[src/rtl/ctrl_pkg.sv]
// Shared definitions for the pipelined control unit: opcodes, control-field
// widths, bit positions within each field, and the decoded control bundle.
package ctrl_pkg;

  localparam logic [5:0] OP_RTYPE = 6'b000000;
  localparam logic [5:0] OP_LW    = 6'b100011;
  localparam logic [5:0] OP_SW    = 6'b101011;
  localparam logic [5:0] OP_BEQ   = 6'b000100;
  localparam logic [5:0] OP_ADDI  = 6'b001000;
  localparam logic [5:0] OP_BNE   = 6'b000101;

  localparam int EX_W = 4;
  localparam int M_W  = 3;
  localparam int WB_W = 2;

  // WB = {RegWrite, MemtoReg}, M = {Branch, MemRead, MemWrite},
  // EX = {RegDst, ALUOp[1:0], ALUSrc}
  localparam int REGWRITE = 1;
  localparam int MEMTOREG = 0;
  localparam int BRANCH   = 2;
  localparam int MEMREAD  = 1;
  localparam int MEMWRITE = 0;
  localparam int REGDST   = 3;
  localparam int ALUOP_HI = 2;
  localparam int ALUOP_LO = 1;
  localparam int ALUSRC   = 0;

  typedef struct packed {
    logic [WB_W-1:0] wb;
    logic [M_W-1:0]  m;
    logic [EX_W-1:0] ex;
    logic            bne;
    logic            illegal;
  } ctrl_t;

endpackage

[src/rtl/ctrl_pipe_decode.sv]
// Purely combinational opcode decoder producing the WB/M/EX control bundle.
// Also usable by the single-cycle datapath.
module ctrl_decode
  import ctrl_pkg::*;
#(
  parameter int EXT_OPS = 0
) (
  input  logic [5:0] i_opcode,
  output ctrl_t      o_ctrl
);

  always_comb begin
    o_ctrl = '0;
    case (i_opcode)
      OP_RTYPE: begin
        o_ctrl.wb[REGWRITE] = 1'b1;
        o_ctrl.ex[REGDST]   = 1'b1;
        o_ctrl.ex[ALUOP_HI] = 1'b1;
      end
      OP_LW: begin
        o_ctrl.wb[REGWRITE] = 1'b1;
        o_ctrl.wb[MEMTOREG] = 1'b1;
        o_ctrl.m[MEMREAD]   = 1'b1;
        o_ctrl.ex[ALUSRC]   = 1'b1;
      end
      OP_SW: begin
        o_ctrl.m[MEMWRITE]  = 1'b1;
        o_ctrl.ex[ALUSRC]   = 1'b1;
      end
      OP_BEQ: begin
        o_ctrl.m[BRANCH]    = 1'b1;
        o_ctrl.ex[ALUOP_LO] = 1'b1;
      end
      // Extended opcodes fall back to "undecodable" when not enabled
      OP_ADDI: begin
        if (EXT_OPS != 0) begin
          o_ctrl.wb[REGWRITE] = 1'b1;
          o_ctrl.ex[ALUSRC]   = 1'b1;
        end else begin
          o_ctrl.illegal = 1'b1;
        end
      end
      OP_BNE: begin
        if (EXT_OPS != 0) begin
          o_ctrl.m[BRANCH]    = 1'b1;
          o_ctrl.ex[ALUOP_LO] = 1'b1;
          o_ctrl.bne          = 1'b1;
        end else begin
          o_ctrl.illegal = 1'b1;
        end
      end
      default: o_ctrl.illegal = 1'b1;
    endcase
  end

endmodule

[src/rtl/ctrl_pipe.sv]
// Pipelined control unit: decodes the IF/ID opcode, carries control fields
// through ID/EX, EX/MEM and MEM/WB, inserts load-use bubbles and applies flushes.
module ctrl_pipe
  import ctrl_pkg::*;
#(
  parameter int REG_AW    = 5,
  parameter int EXT_OPS   = 0,
  parameter int HAZARD_EN = 1
) (
  input  logic              clk,
  input  logic              rst,
  input  logic [5:0]        opcode,
  input  logic [REG_AW-1:0] if_id_rs,
  input  logic [REG_AW-1:0] if_id_rt,
  input  logic              flush,
  output logic              stall,
  output logic              illegal,
  output logic [EX_W-1:0]   ex_ex,
  output logic [M_W-1:0]    m_ex,
  output logic [WB_W-1:0]   wb_ex,
  output logic [M_W-1:0]    m_mem,
  output logic [WB_W-1:0]   wb_mem,
  output logic [WB_W-1:0]   wb_wb,
  output logic              bne_mem
);

  ctrl_t             w_dec;
  logic              w_stall;

  logic [REG_AW-1:0] r_id_ex_rt;
  logic [EX_W-1:0]   r_ex_ex;
  logic [M_W-1:0]    r_m_ex;
  logic [WB_W-1:0]   r_wb_ex;
  logic              r_illegal;
  logic              r_bne_ex;
  logic [M_W-1:0]    r_m_mem;
  logic [WB_W-1:0]   r_wb_mem;
  logic              r_bne_mem;
  logic [WB_W-1:0]   r_wb_wb;

  ctrl_decode #(.EXT_OPS(EXT_OPS)) u_decode (
    .i_opcode (opcode),
    .o_ctrl   (w_dec)
  );

  // Register 0 is deliberately not exempt from the comparison
  assign w_stall = (HAZARD_EN != 0) && r_m_ex[MEMREAD] &&
                   ((r_id_ex_rt == if_id_rs) || (r_id_ex_rt == if_id_rt));

  // ID/EX: flush beats stall; both turn the slot into a bubble
  always_ff @(posedge clk) begin
    if (rst) begin
      r_id_ex_rt <= '0;
      r_ex_ex    <= '0;
      r_m_ex     <= '0;
      r_wb_ex    <= '0;
      r_illegal  <= 1'b0;
      r_bne_ex   <= 1'b0;
    end else begin
      r_id_ex_rt <= if_id_rt;
      if (flush || w_stall) begin
        r_ex_ex   <= '0;
        r_m_ex    <= '0;
        r_wb_ex   <= '0;
        r_illegal <= 1'b0;
        r_bne_ex  <= 1'b0;
      end else begin
        r_ex_ex   <= w_dec.ex;
        r_m_ex    <= w_dec.m;
        r_wb_ex   <= w_dec.wb;
        r_illegal <= w_dec.illegal;
        r_bne_ex  <= w_dec.bne;
      end
    end
  end

  // EX/MEM
  always_ff @(posedge clk) begin
    if (rst || flush) begin
      r_m_mem   <= '0;
      r_wb_mem  <= '0;
      r_bne_mem <= 1'b0;
    end else begin
      r_m_mem   <= r_m_ex;
      r_wb_mem  <= r_wb_ex;
      r_bne_mem <= r_bne_ex;
    end
  end

  // MEM/WB: the instruction already in MEM is older than the branch and survives a flush
  always_ff @(posedge clk) begin
    if (rst) r_wb_wb <= '0;
    else     r_wb_wb <= r_wb_mem;
  end

  assign stall   = w_stall;
  assign illegal = r_illegal;
  assign ex_ex   = r_ex_ex;
  assign m_ex    = r_m_ex;
  assign wb_ex   = r_wb_ex;
  assign m_mem   = r_m_mem;
  assign wb_mem  = r_wb_mem;
  assign wb_wb   = r_wb_wb;
  assign bne_mem = r_bne_mem;

endmodule

[config.mk]
export PLATFORM = sky130hd
export DESIGN_NAME = ctrl_pipe
export DESIGN_NICKNAME = d
export VERILOG_FILES = /design/src/rtl/ctrl_pkg.sv /design/src/rtl/ctrl_pipe_decode.sv /design/src/rtl/ctrl_pipe.sv
export SDC_FILE = /design/constraint.sdc
export NUM_CORES = 1
export LEC_CHECK = 0
export ABC_CLOCK_PERIOD_IN_PS = 1300
export BUFFER_PORTS_ARGS = -buffer_cell sky130_fd_sc_hd__buf_2
export CAP_MARGIN = 10
export CORE_AREA = 2 2 47 49
export CTS_CLUSTER_DIAMETER = 60
export DETAILED_ROUTE_END_ITERATION = 8
export DIE_AREA = 0 0 49 51
export PLACE_DENSITY = 0.74
export SYNTH_ARGS = -nofsm -noshare
export SYNTH_HDL_FRONTEND = slang
export SYNTH_SLANG_ARGS = --single-unit
[constraint.sdc]
create_clock -name clk -period 1.3 [get_ports clk]
set_input_delay 0.065 -clock clk [delete_from_list [all_inputs] [get_ports clk]]
set_output_delay 0.065 -clock clk [all_outputs]
set_load 0.01 [all_outputs]
== Yosys cells after proc, flatten, opt, wreduce, memory -nomap -nowiden ==
Cells that the tools add are included.
Operators by class
  order comparisons: 0
  bitwise logic cells: 0
  shifts and indexed selects: 0
  reduce and logical (&&, ||, !) cells: 9
  add/subtract/negate cells: 0
  equality and inequality tests: 5
  multiplexer cells: 7
  div/mod/pow operators: 0
  multipliers: 0
Operators by type and width (count)
  $eq 6x6->1 const B: 2
  $eq 5x5->1: 2
  $eq 6x3->1 const B: 1
  $logic_not 6->1: 1
  $mux 1: 6
  $reduce_or 2->1: 3
  $reduce_or 4->1: 1
  $logic_or 1x1->1: 3
  $mux 2: 1
  $logic_and 1x1->1: 1
Storage, ports and cells
  latch bits: 0
  output and inout bits: 19
  memories: 0
  logic and storage cells: 29
  register bits after elaboration: 22
  bits in read-only memories: 0
  bits in writable memories: 0

== Longest topological paths before layout ==
  word-level depth: 5
  depth in mapped cells: 4

== Modules after synthesis ==
A second synthesis with hierarchy kept.
Second synthesis, totals
  cell total of the unflattened synthesis: 99
  area total of the unflattened synthesis: 1017.2 um2
Modules (own cells, without submodules)
  ctrl_pipe: cells each 80, times used 1, seq. area each 480.5 um2, area an instance 884.6 um2
  ctrl_decode: cells each 19, times used 1, seq. area each 0.0 um2, area an instance 132.6 um2

== Worst setup path after synthesis ==
OpenSTA, ideal clock, no wires.
  path kind: flip-flop to flip-flop
  from: reg r_id_ex_rt[1]
  to: reg r_ex_ex[0], in the netlist ex_ex[0]
  setup slack: -0.038 ns
  required time: 1.150 ns
  arrival time: 1.188 ns
  cell stages (with the launch flop): 5
  period minus slack after synthesis: 1.338 ns
  cell sequence: dfxtp_1 -> xnor2_1 -> nand4_1 -> o22ai_1 -> nor3_1
Between the ends
  word-level cells in the longest chain between the ends: 5
RTL lines
  start: declaration: line ctrl_pipe.sv:30  | logic [REG_AW-1:0] r_id_ex_rt;
  start signal: assignment: line ctrl_pipe.sv:60  | r_id_ex_rt <= if_id_rt;
  $eq 5x5->1: line ctrl_pipe.sv:48  | ((r_id_ex_rt == if_id_rs) || (r_id_ex_rt == if_id_rt));
  $logic_or 1x1->1 *: line ctrl_pipe.sv:48
  $logic_and 1x1->1 *: line ctrl_pipe.sv:47  | assign w_stall = (HAZARD_EN != 0) && r_m_ex[MEMREAD] &&
  via stall: line ctrl_pipe.sv:16  | output logic stall,
  $logic_or 1x1->1 *: line ctrl_pipe.sv:61  | if (flush || w_stall) begin
  $reduce_or 2->1 (no line) *
  end signal: assignment: line ctrl_pipe.sv:68  | r_ex_ex <= w_dec.ex;
  end: declaration: line ctrl_pipe.sv:31  | logic [EX_W-1:0] r_ex_ex;
Mark *: on every way through the listed nets, which the timed path passes. The rest lies on a longest branch.
A chain may end at the register's enable or synchronous reset.

== Final worst setup path ==
  from: reg r_id_ex_rt[4]
  to: out stall
Between the ends
  word-level cells in the longest chain between the ends: 3
RTL lines (line)
  $eq 5x5->1: ctrl_pipe.sv:48
  $logic_or 1x1->1 *: ctrl_pipe.sv:48
  $logic_and 1x1->1 *: ctrl_pipe.sv:47
  end: declaration: ctrl_pipe.sv:16
Every way passes the cells marked *; elsewhere a longest branch is shown, timed or not.

==> out/metrics.csv <==
metric,value,unit
seqCellArea,366.6,sq um
final_common_cell,buf_2,
fin_util,47.60,%
antenna_found_initial,0,
crit_path_max_fanout,2,
regToRegEndpoint,m_ex[0],
vias_per_cell,4.301,
syn-mean-instance-area,10.23,sq um
multiInputGateArea,345.3,sq um
cap_violations,0,
grt_use_total,12.52,%
yosysTopAreaCell,dfxtp_1,
arrival,1300,ps
diodes,0,
insertion_delay,270,ps
place.gp.congestion,0.7408,
yosys.area.top_type_share,52.55,%
placed_area,884.6,sq um
syn_inst,67,
first_global_vias,545,
critPathSlowestCell,dfxtp_2,
fmax,730.8,MHz
htreeDepth,1,
cp.required,1240,ps
routedWlPerCell,10.68,um
setup_ws,-68.32,ps
clockBufferDepth,2,
detail_route.iter0.violations,3,
min_period,1368,ps
cts-root-buf,clkbuf_4,
status,"finished, violations left",
finalSetupViolations,1,
dieHeight,51,um
path_clk_slew,90,ps
num_vias,572,
grt_pass1_wl,2325,um
cts_tree,yes,
ys_seq_area_share,52.55,%
final_nets,126,
p_leak,0.0004493,uW
routed_wl,1421,um
boundaryPins,38,
grt_start_max_net_pins,10,
power.density,958.0,nW/um^2
timing.final.crit_share,105.3,%
tns,-68.32,ps
drive_gt1_share,54.29,%
syn2layout_area_growth,43.25,%
numCtsBuffers,3,
rows,17,
start_util,33.23,%
drcViolationCount,0,
cts.sinks,18,
min_path_type,in2reg,
synth_area_leaders,"dfxtp_1, xnor2_1, nor2b_1",
finalPower,941.0,uW
cp-start-kind,flop,
fin_worst_skew,7.488,ps
cpPeakStageDelay,350,ps
fillCellCount,219,
coreArea,2063,sq um
critical_path_buf_inv_count,1,
hold_violations,0,
maxSlewViolCount,0,
violations,negative setup slack,
syn_nets,86,
hold-path-cell-count,2,
cp-end-kind,primary output,
worst_hold_path.endpoint,r_id_ex_rt[0],
final_antenna_net_count,0,
crit_path_cell_trace,"xnor2_1, nand4_1, o22ai_4, buf_2",
fin_area,982.2,sq um
critPathKind,reg2out,
yosys_register_bits,18,
rsz0062_at_grt,true,
port_buffers,36,
ff2ff_path_depth,5,
ys_types,18,
critical_path.top_delay_family,flip-flops,
layout_common_cells,"buf_2, dfxtp_1, nor2b_1",
die_x,49,um
irDropWorstVdd,461.0,uV
netlist_area,685.7,sq um
r2r_start,r_id_ex_rt[4],
dieArea,2499,sq um
ys_warn_count,0,
gr-total-overflow,0,
hold_start,if_id_rt[0],
firstDrtPassIters,3,
r2r_slack,70,ps
area by class of cell:
cell class                      instances  area share (%)
Clock buffer                            3           2.293
Multi-Input combinational cell         44           35.16
Sequential cell                        18           37.32
Tap cell                               28           3.567
Timing Repair Buffer                   40           21.66
Yosys cell counts:
library cell / n
or2_2: 1
or3_1: 1
nor2_1: 3
nor4_1: 2
nor3_1: 3
dfxtp_1: 18
or4_4: 1
xnor2_1: 10
nor2b_1: 7
o21a_1: 1
nand4_1: 3
o22ai_1: 1
buf_4: 5
nand2_1: 4
conb_1: 1
nor3_2: 1
o211ai_1: 1
and2_1: 4
worst max-delay path by stage:
stage                  start        to  slack, ps  depth (start not counted)
2_1_floorplan      opcode[4]  wb_ex[1]        120                          4
3_3_place_gp       opcode[4]  wb_ex[1]          6                          5
3_5_place_dp       opcode[4]  wb_ex[1]        -40                          5
4_1_cts        r_id_ex_rt[4]     stall        -60                          4
5_1_grt        r_id_ex_rt[4]     stall       -150                          4
6_report       r_id_ex_rt[4]     stall        -70                          4
stage by stage:
step / hold WS [ps] / setup WS, ps / instances
after floorplan: 136.6 / 119.5 / 67
after global placement: 282.1 / 5.934 / 128
after detailed placement: 277.7 / -35.97 / 128
after CTS: 8.313 / -56.62 / 133
after global routing: 36.08 / -148.1 / 133
final: 24.21 / -68.32 / 133
registers in the layout, summed over array words and instances (netlist names):
register,flops
wb_ex,1
m_ex,2
wb_wb,2
m_mem,3
ex_ex,3
wb_mem,1
illegal,1
r_id_ex_rt,5
cell families (layout without fill, tap and decap cells):
kind of cell	after synthesis	after routing	share of synthesized area, %
simple gates	30	30	25.55
flops	18	18	52.56
xor+xnor	10	10	12.77
buf+inv	5	43	5.475
compound gates	3	3	3.104
other cells	1	1	0.5469
report_power, final:
| part | total [uW] | switching [uW] | internal [uW] |
|---|---|---|---|
| Combinational | 118 | 51.7 | 66.7 |
| Sequential | 574 | 10.5 | 564 |
| Clock | 248 | 141 | 107 |
| Total | 941 | 203 | 738 |
what timing repair did:
action	CTS	global route
hold buffers	1	0
setup buffers	1	0
resized for setup	7	5
hold endpoints to repair	1	0
pin swaps	3	4
endpoints found under the setup margin	1	2
metal layers:
layer | vias to the layer above | global-route usage, % | wire (um)
met5 | - | 0 | 0
met4 | 0 | 8.571 | 20
met3 | 2 | 3.509 | 87
met2 | 21 | 21.23 | 732
met1 | 256 | 13.64 | 581
li1 | 293 | - | -
(Power assumes the default switching activity.)
